### config.mk
export PLATFORM = sky130hd
export DESIGN_NAME = ut_param_flat
export DESIGN_NICKNAME = d
export VERILOG_FILES = /design/src/rtl/ut_param_if.sv /design/src/rtl/ut_param.sv /design/src/flat_wrapper.sv
export SDC_FILE = /design/constraint.sdc
export NUM_CORES = 1
export LEC_CHECK = 0
export BUFFER_PORTS_ARGS = -buffer_cell sky130_fd_sc_hd__buf_2
export CAP_MARGIN = 0
export CORE_AREA = 2 2 116 96
export DETAILED_ROUTE_END_ITERATION = 12
export DIE_AREA = 0 0 118 98
export PLACE_DENSITY_LB_ADDON = 0.25
export SLEW_MARGIN = 20
export SYNTH_ARGS = -nofsm -noshare
export SYNTH_HDL_FRONTEND = slang
export SYNTH_SLANG_ARGS = --single-unit
### constraint.sdc
create_clock -name clk -period 3.4 [get_ports clk]
set_clock_uncertainty 0.15 [all_clocks]
set_input_delay 0.68 -clock clk [delete_from_list [all_inputs] [get_ports clk]]
set_output_delay 0.68 -clock clk [all_outputs]
set_load 0.005 [all_outputs]
### src/rtl/ut_param_if.sv
// Bus between the control unit (master) and the ut_param datapath (slave):
// operation/load controls and the memory word in, accumulator and flags out.
interface ut_param_if #(
   parameter int WIDTH = 16
) ();
   logic             ce;
   logic [2:0]       sel_UAL;
   logic [WIDTH-1:0] data_in;
   logic             load_R1;
   logic             load_accu;
   logic             load_carry;
   logic             init_carry;
   logic [WIDTH-1:0] data_out;
   logic             carry;
   logic             zero;
   logic             busy;

   // Handshake: a command is taken at a rising edge with ce=1 while busy=0;
   // while busy=1 the load strobes are ignored (init_carry still acts).
   modport master (
      output ce, sel_UAL, data_in, load_R1, load_accu, load_carry, init_carry,
      input  data_out, carry, zero, busy
   );

   modport slave (
      input  ce, sel_UAL, data_in, load_R1, load_accu, load_carry, init_carry,
      output data_out, carry, zero, busy
   );
endinterface

### src/rtl/ut_param.sv
// ut_param: parametrised accumulator datapath (R1, WIDTH-bit ALU, ACCU, carry/zero flags).
// Define UT_PARAM_MUL_EN to build op 111 as a multi-cycle shift-add multiplier with busy.
module ut_param #(
   parameter int WIDTH = 16
) (
   input  logic      clk,
   input  logic      rst,
   ut_param_if.slave bus,
   output logic      dbg_state
);
   localparam logic [0:0] S_IDLE = 1'b0;
   localparam logic [0:0] S_MUL  = 1'b1;

   localparam logic [2:0] OP_NOR  = 3'b000;
   localparam logic [2:0] OP_ADD  = 3'b001;
   localparam logic [2:0] OP_ADC  = 3'b010;
   localparam logic [2:0] OP_SUB  = 3'b011;
   localparam logic [2:0] OP_AND  = 3'b100;
   localparam logic [2:0] OP_XOR  = 3'b101;
   localparam logic [2:0] OP_PASS = 3'b110;
   localparam logic [2:0] OP_MUL  = 3'b111;

   logic [WIDTH-1:0] r_r1;
   logic [WIDTH-1:0] r_accu;
   logic             r_carry;

   logic [WIDTH:0]   w_sum;
   logic [WIDTH-1:0] w_alu_res;
   logic             w_alu_c;

   logic             w_idle;
   logic             w_mul_start;
   logic             w_mul_done;
   logic [WIDTH-1:0] w_mul_lo;
   logic             w_mul_ovf;
   logic             w_mul_lc;

   // A is ACCU, B is R1; arithmetic carries out of bit WIDTH, logic ops clear it.
   always_comb begin
      w_sum     = '0;
      w_alu_res = r_accu;
      w_alu_c   = 1'b0;
      case (bus.sel_UAL)
         OP_NOR:  w_alu_res = ~(r_accu | r_r1);
         OP_ADD: begin
            w_sum                = {1'b0, r_accu} + {1'b0, r_r1};
            {w_alu_c, w_alu_res} = w_sum;
         end
         OP_ADC: begin
            w_sum                = {1'b0, r_accu} + {1'b0, r_r1} + {{WIDTH{1'b0}}, r_carry};
            {w_alu_c, w_alu_res} = w_sum;
         end
         OP_SUB: begin
            w_sum                = {1'b0, r_accu} + {1'b0, ~r_r1} + {{WIDTH{1'b0}}, 1'b1};
            {w_alu_c, w_alu_res} = w_sum;
         end
         OP_AND:  w_alu_res = r_accu & r_r1;
         OP_XOR:  w_alu_res = r_accu ^ r_r1;
         OP_PASS: w_alu_res = r_r1;
         OP_MUL:  w_alu_res = r_accu;
         default: w_alu_res = r_accu;
      endcase
   end

`ifdef UT_PARAM_MUL_EN
   localparam int              CNT_W = $clog2(WIDTH);
   localparam logic [CNT_W-1:0] LAST = CNT_W'(WIDTH - 1);

   logic [0:0]         r_state;
   logic [CNT_W-1:0]   r_cnt;
   logic [2*WIDTH-1:0] r_prod;
   logic [WIDTH-1:0]   r_mcand;
   logic               r_mul_lc;
   logic [WIDTH:0]     w_partial;
   logic [2*WIDTH-1:0] w_prod_next;

   // Upper half accumulates the multiplicand when the current multiplier LSB is set,
   // then the whole register shifts right; after WIDTH steps it holds the product.
   always_comb begin
      w_partial   = {1'b0, r_prod[2*WIDTH-1:WIDTH]}
                  + (r_prod[0] ? {1'b0, r_mcand} : {(WIDTH+1){1'b0}});
      w_prod_next = {w_partial, r_prod[WIDTH-1:1]};
   end

   assign w_idle      = (r_state == S_IDLE);
   assign w_mul_start = bus.ce && w_idle && bus.load_accu && (bus.sel_UAL == OP_MUL);
   assign w_mul_done  = (r_state == S_MUL) && (r_cnt == LAST);
   assign w_mul_lo    = w_prod_next[WIDTH-1:0];
   assign w_mul_ovf   = |w_prod_next[2*WIDTH-1:WIDTH];
   assign w_mul_lc    = r_mul_lc;

   always_ff @(posedge clk or negedge rst) begin
      if (!rst) begin
         r_state  <= S_IDLE;
         r_cnt    <= '0;
         r_prod   <= '0;
         r_mcand  <= '0;
         r_mul_lc <= 1'b0;
      end else if (bus.ce) begin
         if (w_mul_start) begin
            r_state  <= S_MUL;
            r_cnt    <= '0;
            r_prod   <= {{WIDTH{1'b0}}, r_r1};
            r_mcand  <= r_accu;
            r_mul_lc <= bus.load_carry;
         end else if (r_state == S_MUL) begin
            r_prod <= w_prod_next;
            r_cnt  <= r_cnt + 1'b1;
            if (w_mul_done) begin
               r_state <= S_IDLE;
            end
         end
      end
   end

   assign bus.busy  = (r_state == S_MUL);
   assign dbg_state = r_state;
`else
   assign w_idle      = 1'b1;
   assign w_mul_start = 1'b0;
   assign w_mul_done  = 1'b0;
   assign w_mul_lo    = '0;
   assign w_mul_ovf   = 1'b0;
   assign w_mul_lc    = 1'b0;
   assign bus.busy    = 1'b0;
   assign dbg_state   = S_IDLE;
`endif

   // The ALU reads pre-edge R1, so a same-edge load_R1 never affects the ACCU result.
   always_ff @(posedge clk or negedge rst) begin
      if (!rst) begin
         r_r1    <= '0;
         r_accu  <= '0;
         r_carry <= 1'b0;
      end else if (bus.ce) begin
         if (w_idle && bus.load_R1) begin
            r_r1 <= bus.data_in;
         end
         if (w_idle && bus.load_accu && !w_mul_start) begin
            r_accu <= w_alu_res;
         end else if (w_mul_done) begin
            r_accu <= w_mul_lo;
         end
         if (bus.init_carry) begin
            r_carry <= 1'b0;
         end else if (w_idle && bus.load_carry && !w_mul_start) begin
            r_carry <= w_alu_c;
         end else if (w_mul_done && w_mul_lc) begin
            r_carry <= w_mul_ovf;
         end
      end
   end

   assign bus.data_out = r_accu;
   assign bus.carry    = r_carry;
   assign bus.zero     = (r_accu == '0);
endmodule
### src/flat_wrapper.sv
// flat-port wrapper written by rule: the top's interface ports become plain ports
module ut_param_flat 
#(
   parameter int WIDTH = 16
)
  (clk, rst, dbg_state, bus_ce, bus_sel_UAL, bus_data_in, bus_load_R1, bus_load_accu, bus_load_carry, bus_init_carry, bus_data_out, bus_carry, bus_zero, bus_busy);
  ut_param_if #(.WIDTH(WIDTH)) bus_i ();
  input  logic clk;
  input  logic rst;
  output logic dbg_state;
  input wire logic [$bits(bus_i.ce)-1:0] bus_ce;
  input wire logic [$bits(bus_i.sel_UAL)-1:0] bus_sel_UAL;
  input wire logic [$bits(bus_i.data_in)-1:0] bus_data_in;
  input wire logic [$bits(bus_i.load_R1)-1:0] bus_load_R1;
  input wire logic [$bits(bus_i.load_accu)-1:0] bus_load_accu;
  input wire logic [$bits(bus_i.load_carry)-1:0] bus_load_carry;
  input wire logic [$bits(bus_i.init_carry)-1:0] bus_init_carry;
  output wire logic [$bits(bus_i.data_out)-1:0] bus_data_out;
  output wire logic [$bits(bus_i.carry)-1:0] bus_carry;
  output wire logic [$bits(bus_i.zero)-1:0] bus_zero;
  output wire logic [$bits(bus_i.busy)-1:0] bus_busy;
  assign bus_i.ce = bus_ce;
  assign bus_i.sel_UAL = bus_sel_UAL;
  assign bus_i.data_in = bus_data_in;
  assign bus_i.load_R1 = bus_load_R1;
  assign bus_i.load_accu = bus_load_accu;
  assign bus_i.load_carry = bus_load_carry;
  assign bus_i.init_carry = bus_init_carry;
  assign bus_data_out = bus_i.data_out;
  assign bus_carry = bus_i.carry;
  assign bus_zero = bus_i.zero;
  assign bus_busy = bus_i.busy;
  ut_param #(.WIDTH(WIDTH)) u_core (.clk(clk), .rst(rst), .bus(bus_i), .dbg_state(dbg_state));
endmodule
==> impl_metrics.py, run 1 <==
metrics = {
    "timing": {
        "fin_crit_sh": 0.967,
        "slew_headroom": 0.379,
        "finalCriticalPeriod_ns": 3.29,
        "fmax_mhz": 304,
        "finalMaxSlewViolations": 0,
        "hold_viol": 0,
        "rsz0062_at_grt": "true",
        "setup_viol": 0,
        "max_slew.worst_pin.slew_ns": 0.929,
    },
    "job": {
        "drv_cap": 0,
    },
    "setup_path": {
        "cp_slowest_cell": "dfrtp_1",
        "r2r-end": "u_core.bus.carry",
        "worstReg2RegStart": "u_core.bus.data_out[0]",
        "critPathRequiredTime_ns": 3.41,
        "cp-start-kind": "register",
        "crit_chain": "inv_2 > ha_1 > inv_1 > fa_1 > nor2b_2 > o221ai_1 > buf_4 > a311oi_1 > a211o_1 > a21o_1 > a211oi_1 > nor3_1 > o31ai_1 > nand3_1",
        "cp_num_buf_inv": 3,
        "cp.arrival_ns": 3.29,
        "reg2regPathDepth": 14,
        "path_depth": 14,
        "path_max_fanout": 4,
        "crit_family": "compound AO/OA/AOI/OAI gates",
        "cp-end-kind": "register",
        "crit_path_start": "u_core.bus.data_out[0]",
        "path_class": "reg2reg",
        "cp_slowest_stage_delay_ns": 0.42,
        "r2r_setup_slack_ns": 0.11,
    },
    "detailed_routing": {
        "wl_per_cell_um": 18.9,
        "vias": 4536,
        "antenna_left": 0,
        "wirelength_mm": 14.3,
        "drt_iter0_drc": 332,
        "first_pass_iters": 5,
        "routed_via_density": 6.01,
        "post-route-drc-count": 0,
    },
    "power": {
        "internal-power_mw": 1.87,
        "p_comb_frac": 0.715,
        "p_leak_nw": 2.36,
        "p_sw_mw": 1.79,
        "p_per_area_mw_per_mm2": 704,
        "power.share.sequential": 0.161,
        "p_clk_frac": 0.124,
        "switching_share": 0.489,
        "peakVddDrop_v": 0.000209,
        "power.total_mw": 3.67,
    },
    "cts": {
        "ctsHtreeMaxLevel": 2,
        "cts.hold.buffers_added": 0,
        "cts-root-buf": "clkbuf_16",
        "numCtsBuffers": 5,
        "clk_pin_slew_ns": 0.06,
        "clk_latency_ns": 0.29,
        "cts_num_sinks": 33,
        "cts_buffer_depth": 2,
        "cts_tree": "yes",
    },
    "synth": {
        "synth.largest_area_cell": "dfrtp_1",
        "synth-seq-cells": 33,
        "synthFlopType": "dfrtp_1",
        "yosys.cell_types.count": 78,
        "syn_inst": 557,
        "synth_top_area_frac": 0.181,
        "yosysMostFrequentCell": "ha_1",
        "netlist_top_cells_count": "56 x ha_1, 49 x inv_1, 49 x nor2_1",
        "ys.warnings.count": 0,
        "syn_avg_cell_area_um2": 8.20,
        "synth_edf_count": 0,
        "async_flop_share": 1.00,
        "synthTopCellsByArea": "dfrtp_1 18%, ha_1 15%, xnor2_1 4.6%, o21ai_0 4.5%, inv_1 4.0%",
        "netlist_area_mm2": 0.00457,
        "ys_seq_area_frac": 0.181,
    },
    "layout": {
        "fin_nets": 693,
        "final_core_util": 0.496,
        "syn2layout_area_growth_pct": 14.1,
        "drive_above_1_share": 0.225,
    },
    "floorplan": {
        "die_h_um": 98,
        "core-area_mm2": 0.0105,
        "ios": 46,
        "die-area_mm2": 0.0116,
        "initial_core_util": 0.435,
        "num_rows": 34,
        "die_w_um": 118,
    },
    "hold_path": {
        "hp-class": "in2async",
    },
    "place": {
        "numPortBuffers": 43,
        "dp_hpwl_mm": 10.8,
        "gp_congestion": 1.05,
    },
    "grt": {
        "grt.total_usage": 0.246,
        "grt_pass1_vias": 4270,
        "antenna_found_initial": 1,
        "globalRouteOverflowTotal": 0,
        "grt_pass1_wl_mm": 22.7,
        "grt_max_degree": 34,
    },
    "outcome": {
        "status": "finished, final reports clean",
    },
}
==> area by class of cell <==
type / count / area, um2
clock buffers: 8 / 136
fillers: 1056 / 5300
diodes: 1 / 2.50
inverters: 50 / 188
multi-input cells: 442 / 3400
repair buffers: 77 / 470
well taps: 144 / 180
flip-flops and latches: 33 / 826
==> routing by layer <==
metal / global-route usage / routed length [um] / vias to the layer above
met1: 0.356 / 6610 / 2176
met2: 0.364 / 6050 / 210
met5: 0 / 0 / -
met4: 0.0788 / 271 / 0
li1: - / - / 2122
met3: 0.0532 / 1330 / 28
==> how the worst max path moves through the flow <==
stage                       endpoint  slack (ns)
finish              u_core.bus.carry        0.11
global route        u_core.bus.carry       -0.04
CTS                 u_core.bus.carry        0.07
detailed placement  u_core.bus.carry        0.08
global placement    u_core.bus.carry        0.17
floorplan           u_core.bus.carry        0.27
==> flip-flops by register name, indices dropped and copies added, names as in the netlist <==
signal,count
u_core.bus.carry,1
u_core.bus.data_out,16
u_core.r_r1,16
==> cell families after synthesis <==
group,after synthesis,share of synthesized area
mux,21,0.0532
xor+xnor,34,0.0726
fa+ha+maj,58,0.162
compound gates,183,0.284
buf+inv,83,0.0852
flops,33,0.181
other cells,1,0.000821
simple gates,144,0.161
==> cell usage in the layout (no fill, tap or decap), types with 3 or more instances in the layout <==
| master | instances |
|---|---|
| a211oi_1 | 11 |
| a21o_1 | 3 |
| a21oi_1 | 28 |
| a21oi_2 | 3 |
| a221oi_1 | 5 |
| a31oi_1 | 4 |
| and3_1 | 7 |
| buf_2 | 43 |
| buf_4 | 34 |
| clkbuf_1 | 3 |
| clkbuf_16 | 5 |
| dfrtp_1 | 33 |
| ha_1 | 56 |
| inv_1 | 48 |
| mux2_2 | 16 |
| mux2i_1 | 4 |
| nand2_1 | 24 |
| nand2b_1 | 7 |
| nand3_1 | 11 |
| nand4_1 | 3 |
| nor2_1 | 49 |
| nor2b_1 | 7 |
| nor3_1 | 7 |
| nor4_1 | 5 |
| o211ai_1 | 18 |
| o21a_1 | 4 |
| o21ai_0 | 38 |
| o21ai_1 | 4 |
| o21bai_1 | 5 |
| o221ai_1 | 7 |
| o22ai_1 | 21 |
| o31ai_1 | 6 |
| or2_2 | 3 |
| or3_1 | 3 |
| xnor2_1 | 21 |
| xnor2_2 | 5 |
| xor2_1 | 7 |
==> power by group through the flow <==
stage / logic [mW] / registers (mW) / clock network (mW)
after detailed placement: 2.50 / 0.596 / 0
after global placement: 2.48 / 0.589 / 0
after floorplan: 1.85 / 0.589 / 0
after global routing: 2.86 / 0.609 / 0.479
final: 2.62 / 0.591 / 0.453
after CTS: 2.51 / 0.590 / 0.465
==> stage by stage <==
step	cell area, um2	cells	setup WS, ns	hold WS, ns	TNS, ns
final	5210	755	0.112	0.344	0
after global routing	5200	754	-0.0403	0.413	-0.0403
after CTS	5150	753	0.0741	0.376	0
after detailed placement	5010	745	0.0799	0.394	0
after global placement	5010	745	0.168	0.361	0
after floorplan	4570	558	0.268	0.234	0
==> timing repair <==
| item | 4_1_cts | 5_1_grt |
|---|---|---|
| gates resized for setup | 0 | 13 |
| endpoints found under the setup margin | 0 | 9 |
| setup buffers | 0 | 1 |
(Power assumes the default switching activity.)
==> inputs of run 2 (changes only) <==
--- a/config.mk
+++ b/config.mk
@@ -11,6 +11,7 @@
 export DETAILED_ROUTE_END_ITERATION = 12
 export DIE_AREA = 0 0 118 98
 export PLACE_DENSITY_LB_ADDON = 0.25
+export RECOVER_POWER = 100
 export SLEW_MARGIN = 20
 export SYNTH_ARGS = -nofsm -noshare
 export SYNTH_HDL_FRONTEND = slang
==> impl_metrics.py, run 2 (synthesized netlist as in run 1, its figures left out) <==
metrics = {
    "setup_path": {
        "cp-start-kind": "register",
        "cp.arrival_ns": 3.27,
        "cp-end-kind": "register",
        "cp_slowest_cell": "dfrtp_1",
        "critPathRequiredTime_ns": 3.41,
        "cp_slowest_stage_delay_ns": 0.42,
        "path_max_fanout": 4,
        "crit_chain": "inv_2 > ha_1 > inv_1 > fa_1 > nor2b_2 > o221ai_1 > buf_4 > a311oi_1 > a211o_1 > a21o_1 > a211oi_1 > nor3_1 > o31ai_1 > nand3_1",
        "crit_family": "compound AO/OA/AOI/OAI gates",
        "cp_num_buf_inv": 3,
        "path_class": "reg2reg",
    },
    "cts": {
        "clk_pin_slew_ns": 0.05,
        "cts_tree": "yes",
        "cts-root-buf": "clkbuf_16",
        "ctsHtreeMaxLevel": 2,
        "clk_latency_ns": 0.29,
        "cts.hold.buffers_added": 0,
        "cts_num_sinks": 33,
        "cts_buffer_depth": 2,
        "numCtsBuffers": 5,
    },
    "timing": {
        "finalMaxSlewViolations": 34,
        "slew_headroom": -0.319,
        "fmax_mhz": 306,
        "rsz0062_at_grt": "true",
        "finalCriticalPeriod_ns": 3.27,
        "hold_viol": 0,
        "max_slew.worst_pin.slew_ns": 1.98,
        "setup_viol": 0,
        "fin_crit_sh": 0.961,
        "setup_ws_ns": 0.132,
    },
    "job": {
        "drv_cap": 1,
    },
    "grt": {
        "grt_pass1_wl_mm": 22.7,
        "antenna_found_initial": 1,
        "grt_pass1_vias": 4270,
        "globalRouteOverflowTotal": 0,
        "grt.total_usage": 0.246,
        "grt_max_degree": 34,
    },
    "place": {
        "dp_hpwl_mm": 10.8,
        "place_ws_ns": 0.0799,
        "numPortBuffers": 43,
        "placed_cell_area_mm2": 0.00501,
        "gp_congestion": 1.05,
    },
    "floorplan": {
        "num_rows": 34,
        "initial_core_util": 0.435,
        "die_w_um": 118,
        "ios": 46,
        "die-area_mm2": 0.0116,
        "die_h_um": 98,
        "core-area_mm2": 0.0105,
    },
    "layout": {
        "design_area_mm2": 0.00518,
        "syn2layout_area_growth_pct": 13.5,
        "layout_common_cells": "56 x ha_1, 49 x nor2_1, 48 x inv_1, 38 x o21ai_0, 37 x buf_2",
        "final_common_cell": "ha_1",
        "fin_nets": 693,
        "drive_above_1_share": 0.207,
    },
    "hold_path": {
        "hp-class": "reg2reg",
    },
    "power": {
        "p_per_area_mw_per_mm2": 704,
        "power.total_mw": 3.65,
        "p_leak_nw": 2.33,
        "peakVddDrop_v": 0.000208,
    },
    "detailed_routing": {
        "routed_via_density": 5.98,
        "post-route-drc-count": 0,
        "wl_per_cell_um": 18.9,
        "vias": 4515,
        "wirelength_mm": 14.3,
        "first_pass_iters": 5,
        "antenna_left": 0,
        "drt_iter0_drc": 368,
    },
    "outcome": {
        "violations": "capacitance limit, slew limit",
        "status": "finished, violations left",
    },
}
[run 2: layout make-up]
class / instances / area [um2]
Clock buffer: 8 / 136
Antenna cell: 1 / 2.50
Multi-Input combinational cell: 442 / 3400
Timing Repair Buffer: 77 / 444
Sequential cell: 33 / 826
Tap cell: 144 / 180
Inverter: 50 / 188
Fill cell: 1060 / 5330
[run 2: final timing paths]
path / startpoint / end / slack (ns) / cells past startpoint
min in group asynchronous: rst / u_core.r_r1[5] / 0.80 / 1
max: u_core.bus.data_out[0] / u_core.bus.carry / 0.13 / 14
min: u_core.bus.data_out[1] / u_core.bus.data_out[1] / 0.39 / 2
max in group asynchronous: rst / u_core.bus.carry / 1.17 / 1
min reg2reg: u_core.bus.data_out[1] / u_core.bus.data_out[1] / 0.39 / 2
max reg2reg: u_core.bus.data_out[0] / u_core.bus.carry / 0.13 / 14
[run 2: what timing repair did]
item                                    4_1_cts  5_1_grt
buffers inserted                              0        1
endpoints found under the setup margin        0        9
gates resized for setup                       0       13
[run 2: power breakdown]
group,switching (mW),internal [mW]
Clock,0.180,0.273
Sequential,0.114,0.477
Combinational,1.50,1.11
Total,1.79,1.85
[run 2: metal layers]
layer / vias to the layer above / track usage / share of wire
met5: - / 0 / 0
met4: 0 / 0.0788 / 0.020
met3: 30 / 0.0532 / 0.089
met2: 195 / 0.364 / 0.42
met1: 2176 / 0.356 / 0.47
li1: 2114 / - / -
[run 2: worst min-delay path, delay by kind of cell, from the launching register on]
family           cells  cell delay, ns
AND/OR/NAND/NOR      1            0.05
AO/OA/AOI/OAI        1            0.07
flip-flops           1            0.38
[run 2: through the flow]
stage | hold WS (ns) | cells | setup TNS, ns | util
6_report | 0.395 | 755 | 0 | 0.493
5_1_grt | 0.446 | 754 | -0.0403 | 0.493
4_1_cts | 0.376 | 753 | 0 | 0.490
3_5_place_dp | 0.394 | 745 | 0 | 0.477
3_3_place_gp | 0.361 | 745 | 0 | 0.477
2_1_floorplan | 0.234 | 558 | 0 | -
==> inputs of run 3 (changes only) <==
--- a/config.mk
+++ b/config.mk
@@ -5,8 +5,7 @@
 export SDC_FILE = /design/constraint.sdc
 export NUM_CORES = 1
 export LEC_CHECK = 0
-export BUFFER_PORTS_ARGS = -buffer_cell sky130_fd_sc_hd__buf_2
-export CAP_MARGIN = 0
+export BUFFER_PORTS_ARGS = -buffer_cell sky130_fd_sc_hd__clkbuf_2
 export CORE_AREA = 2 2 116 96
 export DETAILED_ROUTE_END_ITERATION = 12
 export DIE_AREA = 0 0 118 98
==> impl_metrics.py, run 3 (synthesized netlist as in run 1, its figures left out) <==
metrics = {
    "setup_path": {
        "crit_top_cell": "inv_1",
        "path_class": "reg2reg",
        "critPathRequiredTime_ns": 3.41,
        "crit_chain": "inv_1 > ha_1 > inv_1 > fa_1 > nor2b_1 > o221ai_2 > buf_4 > a311oi_1 > a211o_1 > a31oi_2 > o21ai_0 > xnor2_1 > a221oi_1 > a21oi_1",
        "cp_slowest_stage_delay_ns": 0.41,
        "cp-start-kind": "register",
        "cp-end-kind": "register",
        "path_max_fanout": 4,
        "worstReg2RegStart": "u_core.bus.data_out[0]",
        "cp_num_buf_inv": 3,
        "reg2regPathDepth": 14,
        "cp.arrival_ns": 3.35,
        "crit_family": "compound AO/OA/AOI/OAI gates",
        "r2r_setup_slack_ns": 0.06,
        "cp_slowest_cell": "dfrtp_1",
        "r2r-end": "u_core.bus.data_out[14]",
    },
    "grt": {
        "grt.total_usage": 0.255,
        "grt_max_degree": 34,
        "gr-usage-met2": 0.368,
        "antenna_found_initial": 0,
        "globalRouteOverflowTotal": 0,
        "grt-busiest-layer": "met1",
        "grt_pass1_wl_mm": 23.5,
        "use_met3": 0.0421,
        "grtUsageMet1": 0.390,
        "grt_pass1_vias": 4277,
    },
    "detailed_routing": {
        "first_pass_iters": 5,
        "wl_per_cell_um": 19.2,
        "wirelength_mm": 14.5,
        "routed_via_density": 6.04,
        "post-route-drc-count": 0,
        "drt_iter0_drc": 582,
        "antenna_left": 0,
        "vias": 4556,
    },
    "place": {
        "placed_cell_area_mm2": 0.00499,
        "gp_congestion": 1.00,
        "dp_hpwl_mm": 10.7,
        "numPortBuffers": 43,
    },
    "floorplan": {
        "ios": 46,
        "num_rows": 34,
        "initial_core_util": 0.435,
        "die_w_um": 118,
        "die_h_um": 98,
        "core-area_mm2": 0.0105,
        "die-area_mm2": 0.0116,
    },
    "layout": {
        "num_antenna_cells": 0,
        "syn2layout_area_growth_pct": 15.4,
        "layout_common_cells": "54 x ha_1, 49 x inv_1, 49 x nor2_1, 38 x o21ai_0, 38 x clkbuf_2",
        "fin_nets": 694,
        "drive_above_1_share": 0.230,
        "final_common_cell": "ha_1",
        "design_area_mm2": 0.00527,
    },
    "hold_path": {
        "min_to": "u_core.bus.data_out[9]",
        "hp-class": "reg2reg",
        "hold_depth": 2,
        "hp-start": "u_core.bus.data_out[9]",
    },
    "power": {
        "switching_share": 0.495,
        "power.share.sequential": 0.161,
        "p_leak_nw": 2.36,
        "internal-power_mw": 1.90,
        "p_comb_frac": 0.713,
        "peakVddDrop_v": 0.000241,
        "p_sw_mw": 1.86,
        "p_per_area_mw_per_mm2": 714,
        "p_clk_frac": 0.126,
    },
    "timing": {
        "finalCriticalPeriod_ns": 3.34,
        "max_slew.worst_pin.slew_ns": 1.99,
        "setup_viol": 0,
        "final.setup.tns_ns": 0,
        "finalMaxSlewViolations": 34,
        "hold_viol": 0,
        "fin_crit_sh": 0.983,
        "slew_headroom": -0.324,
        "rsz0062_at_grt": "true",
        "fmax_mhz": 299,
    },
    "cts": {
        "cts_tree": "yes",
        "cts_num_sinks": 33,
        "numCtsBuffers": 5,
        "cts-root-buf": "clkbuf_16",
        "clk_pin_slew_ns": 0.06,
        "ctsHtreeMaxLevel": 2,
        "cts_buffer_depth": 2,
        "clk_latency_ns": 0.29,
    },
    "outcome": {
        "violations": "capacitance limit, slew limit",
        "status": "finished, violations left",
    },
    "job": {
        "drv_cap": 1,
    },
}
[run 3: cell types whose count changed in the layout (fill, tap and decap cells not counted), moves of 2 or more]
cell and change:
dfrtp_2 +2, ha_2 +2, clkbuf_2 +38, a211oi_2 +2
ha_1 -2, clkbuf_1 -4, buf_2 -37, dfrtp_1 -2
a211oi_1 -2
[run 3: what timing repair did]
| item | CTS | global route |
|---|---|---|
| hold buffers | 0 | 0 |
| gates resized for setup | 1 | 23 |
| pin swaps | 0 | 8 |
| setup endpoints to repair | 1 | 9 |
| cloned | 0 | 1 |
| buffers inserted | 0 | 4 |
[run 3: layer usage]
| metal | vias to the layer above | wire [um] |
|---|---|---|
| met4 | 0 | 262 |
| met3 | 25 | 1260 |
| met5 | - | 0 |
| met2 | 240 | 6050 |
| met1 | 2180 | 6930 |
| li1 | 2111 | - |
[run 3: how the worst max path moves through the flow]
stage	endpoint	slack [ns]	cells past startpoint	startpoint
final	u_core.bus.data_out[14]	0.06	14	u_core.bus.data_out[0]
after global routing	u_core.bus.data_out[14]	-0.03	14	u_core.bus.data_out[0]
after CTS	u_core.bus.carry	0.03	11	u_core.bus.data_out[1]
after detailed placement	u_core.bus.data_out[14]	-0.00003	14	u_core.bus.data_out[0]
after global placement	u_core.bus.data_out[14]	0.01	14	u_core.bus.data_out[0]
after floorplan	u_core.bus.carry	0.27	12	u_core.bus.data_out[0]
[run 3: power by group through the flow]
stage	Clock, mW	Combinational [mW]	Sequential [mW]
global route	0.499	2.92	0.627
global placement	0	2.43	0.603
detailed placement	0	2.46	0.612
finish	0.474	2.68	0.605
CTS	0.485	2.48	0.605
floorplan	0	1.85	0.589
[run 3: through the flow]
stage          hold slack, ns  utilization  total power, mW  setup WS [ns]  instances
2_1_floorplan           0.234            -             2.44          0.268        558
3_3_place_gp            0.398        0.475             3.03         0.0105        742
3_5_place_dp            0.410        0.475             3.07     -0.0000324        742
4_1_cts                 0.424        0.489             3.57         0.0290        749
5_1_grt                 0.441        0.501             4.04        -0.0301        754
6_report                0.418        0.501             3.76         0.0562        754
[run 3: final cells by class]
type                       instances  area, um2
fill                            1061       5240
multi-input combinational        443       3480
sequential                        33        828
timing repair buffer              77        449
inverter                          50        188
tap                              144        180
clock buffer                       7        143
[run 3: worst reg2reg max path: cells and delay by family (launching register included)]
family | cells | cell delay, ns
compound gates | 7 | 1.41
fa+ha+maj | 2 | 0.59
flops | 1 | 0.41
buf+inv | 3 | 0.33
simple gates | 1 | 0.18
xor+xnor | 1 | 0.14
